--- config.mk ---
export PLATFORM = sky130hd
export DESIGN_NAME = sap_prog_loader
export DESIGN_NICKNAME = d
export VERILOG_FILES = /design/src/rtl/sap_prog_loader.sv
export SDC_FILE = /design/constraint.sdc
export NUM_CORES = 1
export LEC_CHECK = 0
export BUFFER_PORTS_ARGS = -buffer_cell sky130_fd_sc_hd__buf_4
export CORE_UTILIZATION = 49
export CTS_CLUSTER_SIZE = 30
export DETAILED_ROUTE_END_ITERATION = 10
export PLACE_DENSITY = 0.77
export SLEW_MARGIN = 25
export SYNTH_ARGS = -nofsm -noshare
export SYNTH_HDL_FRONTEND = slang
export SYNTH_SLANG_ARGS = --single-unit
--- constraint.sdc ---
create_clock -name clk -period 2.05 [get_ports clk]
set_clock_uncertainty 0.1 [all_clocks]
set_input_delay 0.3075 -clock clk [delete_from_list [all_inputs] [get_ports clk]]
set_output_delay 0.3075 -clock clk [all_outputs]
set_load 0.01 [all_outputs]
--- src/rtl/sap_prog_loader.sv ---
// SAP-1 program loader: streams DEPTH bytes into RAM from addr 0 and holds the CPU in clear until done.
// Latency: byte accepted at edge M is written during the following cycle; peak rate 1 byte / 2 cycles.
// Backpressure: in_ready is a registered grant; optional trailing checksum under SAP_LOADER_CHECKSUM_EN.
module sap_prog_loader #(
    parameter int ADDR_W = 4,
    parameter int DATA_W = 8,
    parameter int DEPTH  = 16
) (
    input  logic              clk,
    input  logic              clr,
    input  logic              load_start,
    input  logic              load_abort,
    input  logic              in_valid,
    input  logic [DATA_W-1:0] in_data,
    output logic              in_ready,
    output logic [ADDR_W-1:0] ram_addr,
    output logic [DATA_W-1:0] ram_data,
    output logic              ram_we,
    output logic              bus_grant_cpu,
    output logic              cpu_clr,
    output logic              busy,
    output logic              done,
    output logic              prog_valid,
    output logic              err
);

    localparam int CNT_W = ADDR_W + 1;

    typedef enum logic [2:0] {
        S_IDLE   = 3'd0,
        S_ACCEPT = 3'd1,
        S_WRITE  = 3'd2,
`ifdef SAP_LOADER_CHECKSUM_EN
        S_CHECK  = 3'd3,
`endif
        S_DONE   = 3'd4
    } state_t;

    state_t              state_q, state_d;
    logic [CNT_W-1:0]    cnt_q, cnt_d;
    logic [ADDR_W-1:0]   ram_addr_q, ram_addr_d;
    logic [DATA_W-1:0]   ram_data_q, ram_data_d;
    logic                ram_we_q, ram_we_d;
    logic                in_ready_q, in_ready_d;
    logic                grant_q, grant_d;
    logic                cpu_clr_q, cpu_clr_d;
    logic                busy_q, busy_d;
    logic                done_q, done_d;
    logic                pvalid_q, pvalid_d;
    logic                fail_d;
`ifdef SAP_LOADER_CHECKSUM_EN
    logic [DATA_W-1:0]   sum_q, sum_d;
    logic                err_q, err_d;
`endif

    logic xfer;
    logic abort;
    logic last_byte;

    assign xfer      = in_valid && in_ready_q;
    assign abort     = load_abort && (state_q != S_IDLE);
    assign last_byte = (cnt_q + CNT_W'(1)) == CNT_W'(DEPTH);

    always_ff @(posedge clk or posedge clr) begin
        if (clr) begin
            state_q    <= S_IDLE;
            cnt_q      <= '0;
            ram_addr_q <= '0;
            ram_data_q <= '0;
            ram_we_q   <= 1'b0;
            in_ready_q <= 1'b0;
            grant_q    <= 1'b1;
            cpu_clr_q  <= 1'b1;
            busy_q     <= 1'b0;
            done_q     <= 1'b0;
            pvalid_q   <= 1'b0;
`ifdef SAP_LOADER_CHECKSUM_EN
            sum_q      <= '0;
            err_q      <= 1'b0;
`endif
        end else begin
            state_q    <= state_d;
            cnt_q      <= cnt_d;
            ram_addr_q <= ram_addr_d;
            ram_data_q <= ram_data_d;
            ram_we_q   <= ram_we_d;
            in_ready_q <= in_ready_d;
            grant_q    <= grant_d;
            cpu_clr_q  <= cpu_clr_d;
            busy_q     <= busy_d;
            done_q     <= done_d;
            pvalid_q   <= pvalid_d;
`ifdef SAP_LOADER_CHECKSUM_EN
            sum_q      <= sum_d;
            err_q      <= err_d;
`endif
        end
    end

    always_comb begin
        state_d = state_q;
        case (state_q)
            S_IDLE:   if (load_start) state_d = S_ACCEPT;
            S_ACCEPT: if (xfer) state_d = S_WRITE;
            S_WRITE: begin
                if (last_byte) begin
`ifdef SAP_LOADER_CHECKSUM_EN
                    state_d = S_CHECK;
`else
                    state_d = S_DONE;
`endif
                end else begin
                    state_d = S_ACCEPT;
                end
            end
`ifdef SAP_LOADER_CHECKSUM_EN
            S_CHECK:  if (xfer) state_d = S_DONE;
`endif
            S_DONE:   state_d = S_IDLE;
            default:  state_d = S_IDLE;
        endcase
        if (abort) state_d = S_IDLE;
    end

    // Output registers are loaded from the next state so every flag lines up with the state it describes.
    always_comb begin
        cnt_d      = cnt_q;
        ram_addr_d = ram_addr_q;
        ram_data_d = ram_data_q;
        grant_d    = grant_q;
        cpu_clr_d  = cpu_clr_q;
        pvalid_d   = pvalid_q;
`ifdef SAP_LOADER_CHECKSUM_EN
        sum_d      = sum_q;
        err_d      = err_q;
`endif

        if (state_q == S_IDLE && load_start) begin
            cnt_d     = '0;
            pvalid_d  = 1'b0;
            grant_d   = 1'b0;
            cpu_clr_d = 1'b1;
`ifdef SAP_LOADER_CHECKSUM_EN
            sum_d     = '0;
            err_d     = 1'b0;
`endif
        end

        if (state_q == S_ACCEPT && xfer && !abort) begin
            ram_data_d = in_data;
            ram_addr_d = cnt_q[ADDR_W-1:0];
`ifdef SAP_LOADER_CHECKSUM_EN
            sum_d      = sum_q + in_data;
`endif
        end

        if (state_q == S_WRITE && !abort) cnt_d = cnt_q + CNT_W'(1);

`ifdef SAP_LOADER_CHECKSUM_EN
        if (state_q == S_CHECK && xfer && !abort) err_d = (in_data != sum_q);
        fail_d = err_d;
`else
        fail_d = 1'b0;
`endif

        if (state_d == S_DONE && state_q != S_DONE) begin
            grant_d   = 1'b1;
            pvalid_d  = !fail_d;
            cpu_clr_d = fail_d;
        end

        if (abort) grant_d = 1'b1;

        in_ready_d = (state_d == S_ACCEPT)
`ifdef SAP_LOADER_CHECKSUM_EN
                     || (state_d == S_CHECK)
`endif
                     ;
        ram_we_d   = (state_d == S_WRITE);
        busy_d     = (state_d != S_IDLE);
        done_d     = (state_d == S_DONE);
    end

    assign in_ready      = in_ready_q;
    assign ram_addr      = ram_addr_q;
    assign ram_data      = ram_data_q;
    // An abort arriving during the write cycle must keep the strobe off before the RAM samples it.
    assign ram_we        = ram_we_q & ~load_abort;
    assign bus_grant_cpu = grant_q;
    assign cpu_clr       = cpu_clr_q;
    assign busy          = busy_q;
    assign done          = done_q;
    assign prog_valid    = pvalid_q;
`ifdef SAP_LOADER_CHECKSUM_EN
    assign err           = err_q;
`else
    assign err           = 1'b0;
`endif

endmodule

=== Yosys cells after proc, flatten, opt, wreduce, memory -nomap -nowiden ===
Cells that the tools add are included.

* Add/subtract/negate cells: 1
* Equal/unequal tests: 7
* Multiplexer cells: 12
* Bitwise operators: 2
* Reduce and logical (&&, ||, !) cells: 14

{| class="wikitable"
|+ Operator list
! kind !! number
|-
| $mux 3 || 4
|-
| $mux 5 || 2
|-
| $pmux 3 s3 || 1
|-
| $reduce_bool 3->1 || 3
|-
| $logic_and 1x1->1 || 7
|-
| $eq 3x1->1 const B || 2
|-
| $eq 3x2->1 const B || 2
|-
| $add 5x1->5 const B || 1
|-
| $eq 5x5->1 const B || 1
|-
| $mux 1 || 5
|-
| $reduce_bool 2->1 || 2
|-
| $eq 3x3->1 const B || 1
|-
| $logic_not 3->1 || 1
|-
| $ne 3x3->1 const B || 1
|-
| $and 1x1->1 || 1
|-
| $logic_not 1->1 || 1
|-
| $not 1->1 || 1
|}

* Register bits after elaboration: 27
* Output and inout port bits: 20
* Word-level logic and storage cells: 47

=== Logic depth before layout (Yosys ltp) ===
* Depth after elaboration: 9
* Mapped depth: 5

=== Least setup slack after synthesis ===
No wires, ideal clock.

* Path type: register -> register
* From: reg state_q[0]
* To: reg grant_q, in the netlist bus_grant_cpu
* Setup time: 73 ps
* Arrival time: 1435 ps
* Slack: 441 ps
* Stages on the path, launching flop included: 5
* Path through: dfrtp_1 or4b_1 buf_2 a211oi_4 o21bai_1

* Longest elaborated chain between the ends: 7
* Elaborated cells on any way between the ends: 16
* Classes of those cells: eq/ne: 4; mux: 6; reduce/logical: 6

{| class="wikitable"
|+ Ends and longest elaborated chain
! element !! line !! text
|-
| start: declaration || 39 || <nowiki>state_t state_q, state_d;</nowiki>
|-
| start signal: assignment || 82 || <nowiki>state_q <= state_d;</nowiki>
|-
| $eq 3x2->1, or another cell as far along || 102 || <nowiki>case (state_q)</nowiki>
|-
| $pmux 3 s3 / $logic_and 1x1->1 (equally long branches) || 102, 61 ||
|-
| $mux 3 (*) || 122 || <nowiki>if (abort) state_d = S_IDLE;</nowiki>
|-
| net state_d[2] || 39 ||
|-
| $eq 3x3->1 (*) || 166 || <nowiki>if (state_d == S_DONE && state_q != S_DONE) begin</nowiki>
|-
| $logic_and 1x1->1 (*) || 166 ||
|-
| $mux 1 || 166 ||
|-
| $mux 1 || 172 || <nowiki>if (abort) grant_d = 1'b1;</nowiki>
|-
| end signal: assignment || 88 || <nowiki>grant_q <= grant_d;</nowiki>
|-
| end: declaration || 45 || <nowiki>logic grant_q, grant_d;</nowiki>
|}

Mark *: on every way through the listed nets, which the timed path passes. The rest lies on a longest branch.
A chain may end at the register's enable or synchronous reset.

=== Worst setup path in the final report ===
Same ends and word-level chain as after synthesis.

==> impl_metrics.py <==
metrics = {
    "status": {
        "outcome": "completed",
    },
    "pwr": {
        "p_leak_nw": 0.7143,
        "ir_drop_mv": 0.8395,
        "p_per_area_nw_per_um2": 926.1,
        "total_power_mw": 1.340,
    },
    "timing": {
        "finalCriticalPeriod_ns": 1.802,
        "slew_viol_final": 0,
        "max_slew_margin_pct": 57.05,
        "timing_hold_violations_final": 0,
        "whs_ns": 0.08504,
        "setup_viol": 0,
        "max_freq_mhz": 554.9,
        "rsz0062_at_grt": "no",
        "fin_crit_sh_pct": 87.91,
        "worst_pin_slew_ns": 0.6352,
        "tns_ns": 0,
    },
    "drt": {
        "detail-route-antenna-nets": 0,
        "post_drt_wl_per_cell_um": 13.17,
        "vias": 831,
        "dr.pass1.iters": 4,
        "vias_per_cell": 5.327,
        "drt-initial-drc-count": 10,
        "drc": 0,
        "wirelength_um": 2054,
    },
    "global_routing": {
        "grt_pass1_vias": 822,
        "antenna_found_initial": 0,
        "grt_pass1_wl_um": 3519,
        "grt_max_degree": 28,
        "grt_use_total_pct": 18.80,
        "grt_overflow": 0,
    },
    "finish": {
        "fillerInstances": 178,
        "final_common_cell": "buf_4",
        "regArea_um2": 678.2,
        "nNetsFinal": 143,
        "multi_input_area_um2": 426.7,
        "drive_above_1_share_pct": 36.72,
        "num_antenna_cells": 0,
        "layout_common_cells": "buf_4, dfrtp_1, nand2_1",
        "areaGrowthSynthToFinish_pct": 27.59,
    },
    "clocking": {
        "numClockSinks": 27,
        "cts_tree": "done",
        "clk_latency_ns": 0.32,
        "numCtsBuffers": 3,
        "postCtsSetupBuffers": 0,
        "clockBufferDepth": 2,
        "clk_pin_slew_ns": 0.15,
        "h-tree-depth": 1,
        "cts_resized": 0,
        "root_buffer": "clkbuf_4",
        "hold_buffers": 1,
    },
    "critical_path": {
        "critical_path_class": "reg -> reg",
        "cp.arrival_ns": 1.96,
        "end_kind": "register",
        "cp_max_fo": 8,
        "worstPathRequired_ns": 2.21,
        "worst_setup_path_start_kind": "register",
    },
    "logic_synthesis": {
        "ys_seq_area_share_pct": 59.82,
        "netlist_instances": 92,
        "syn_area_per_cell_um2": 12.32,
        "synth_ff_type": "dfrtp_1",
        "syn_area_um2": 1134,
        "synth_edf_count": 0,
        "synth_cell_types": 32,
        "ys_seq_elements": 27,
        "async_flop_share_pct": 100.0,
        "yosys_warnings": 0,
        "syn-num-nets": 106,
    },
    "placed_design": {
        "io_buffers": 31,
        "gp_congestion": 0.7732,
        "dp_hpwl_um": 1496,
    },
    "die": {
        "die_w_um": 50.10,
        "num_io_pins": 33,
        "initial_core_util_pct": 51.74,
        "core_area_um2": 2191,
        "rows": 17,
        "die_area_um2": 2510,
        "die_h_um": 50.10,
    },
    "run": {
        "drv_cap": 0,
    },
    "hold_path": {
        "hold_path.class": "in -> reg",
    },
}
-- final timing paths --
| kind | start | endpoint | slack (ns) | cells past startpoint |
|---|---|---|---|---|
| min in group asynchronous | clr | ram_addr[1] | 0.49 | 4 |
| max in group asynchronous | clr | cpu_clr | 1.05 | 4 |
| worst min register to register | prog_valid | prog_valid | 0.40 | 1 |
| worst max register to register | state_q[0] | bus_grant_cpu | 0.25 | 3 |
| worst max-delay path | state_q[0] | bus_grant_cpu | 0.25 | 3 |
| worst min-delay path | in_data[7] | ram_data[7] | 0.09 | 2 |
-- sequential cells by signal, indices dropped and copies added (netlist names), 3 cells and up --
register  count
cnt_q         5
ram_data      8
ram_addr      4
state_q       3
-- synth_stat cells, types with 3 or more instances --
master,number,area (um2)
dfrtp_1,25,625.6
nand2_1,7,26.28
mux2_1,6,67.56
mux2_2,6,67.56
o21ai_0,6,30.03
nor2_1,5,18.77
inv_1,3,11.26
-- layout make-up --
class                           instances  area share (%)
Clock inverter                          1          0.5190
Sequential cell                        27           46.89
Clock buffer                            3           1.557
Multi-Input combinational cell         59           29.50
Inverter                                3          0.7785
Tap cell                               28           2.422
Timing Repair Buffer                   35           18.34
-- metrics by stage --
stage | cells | setup WS, ns | instance area, um2 | utilization (%)
5_1_grt | 156 | 0.1488 | 1446 | 66.02
6_report | 156 | 0.2478 | 1446 | 66.02
3_5_place_dp | 151 | 0.2792 | 1406 | 64.19
4_1_cts | 156 | 0.2450 | 1446 | 66.02
2_1_floorplan | 92 | 0.4412 | 1134 | -
3_3_place_gp | 151 | 0.3433 | 1406 | 64.19
-- logic make-up (layout without fill, tap and decap cells) --
logic type | count (synthesis) | count (layout) | share of synthesized area (%)
DFF | 27 | 27 | 59.82
and+or+nand+nor | 26 | 26 | 12.47
AOI/OAI and AO/OA | 17 | 17 | 10.27
muxes | 12 | 12 | 11.92
buffers and inverters | 6 | 42 | 2.539
xor gates and xnor gates | 2 | 2 | 1.546
adders and majority gates | 1 | 1 | 1.104
other | 1 | 1 | 0.3308
-- per-layer routing --
metal  vias to the layer above  GRT usage [%]  part of all wire, %
met5                         -              0                    0
met4                         0          7.143                 0.63
met3                         2          3.704                  3.7
met2                        20          30.44                   50
met1                       411          24.65                   46
li1                        398              -                    -
-- report_power, final --
| group | switching (mW) | total (mW) | leakage (nW) | internal [mW] |
|---|---|---|---|---|
| registers | 0.0650 | 0.714 | 0.349 | 0.649 |
| logic | 0.169 | 0.394 | 0.351 | 0.225 |
| clock network | 0.157 | 0.232 | 0.0139 | 0.0745 |
| total | 0.391 | 1.34 | 0.714 | 0.948 |
-- critical path, cell delays in order (launching register included) --
cell,delay (ns)
dfrtp_1,0.46
or4b_1,0.72
a211oi_4,0.32
o21bai_1,0.15
(Power assumes the default switching activity.)
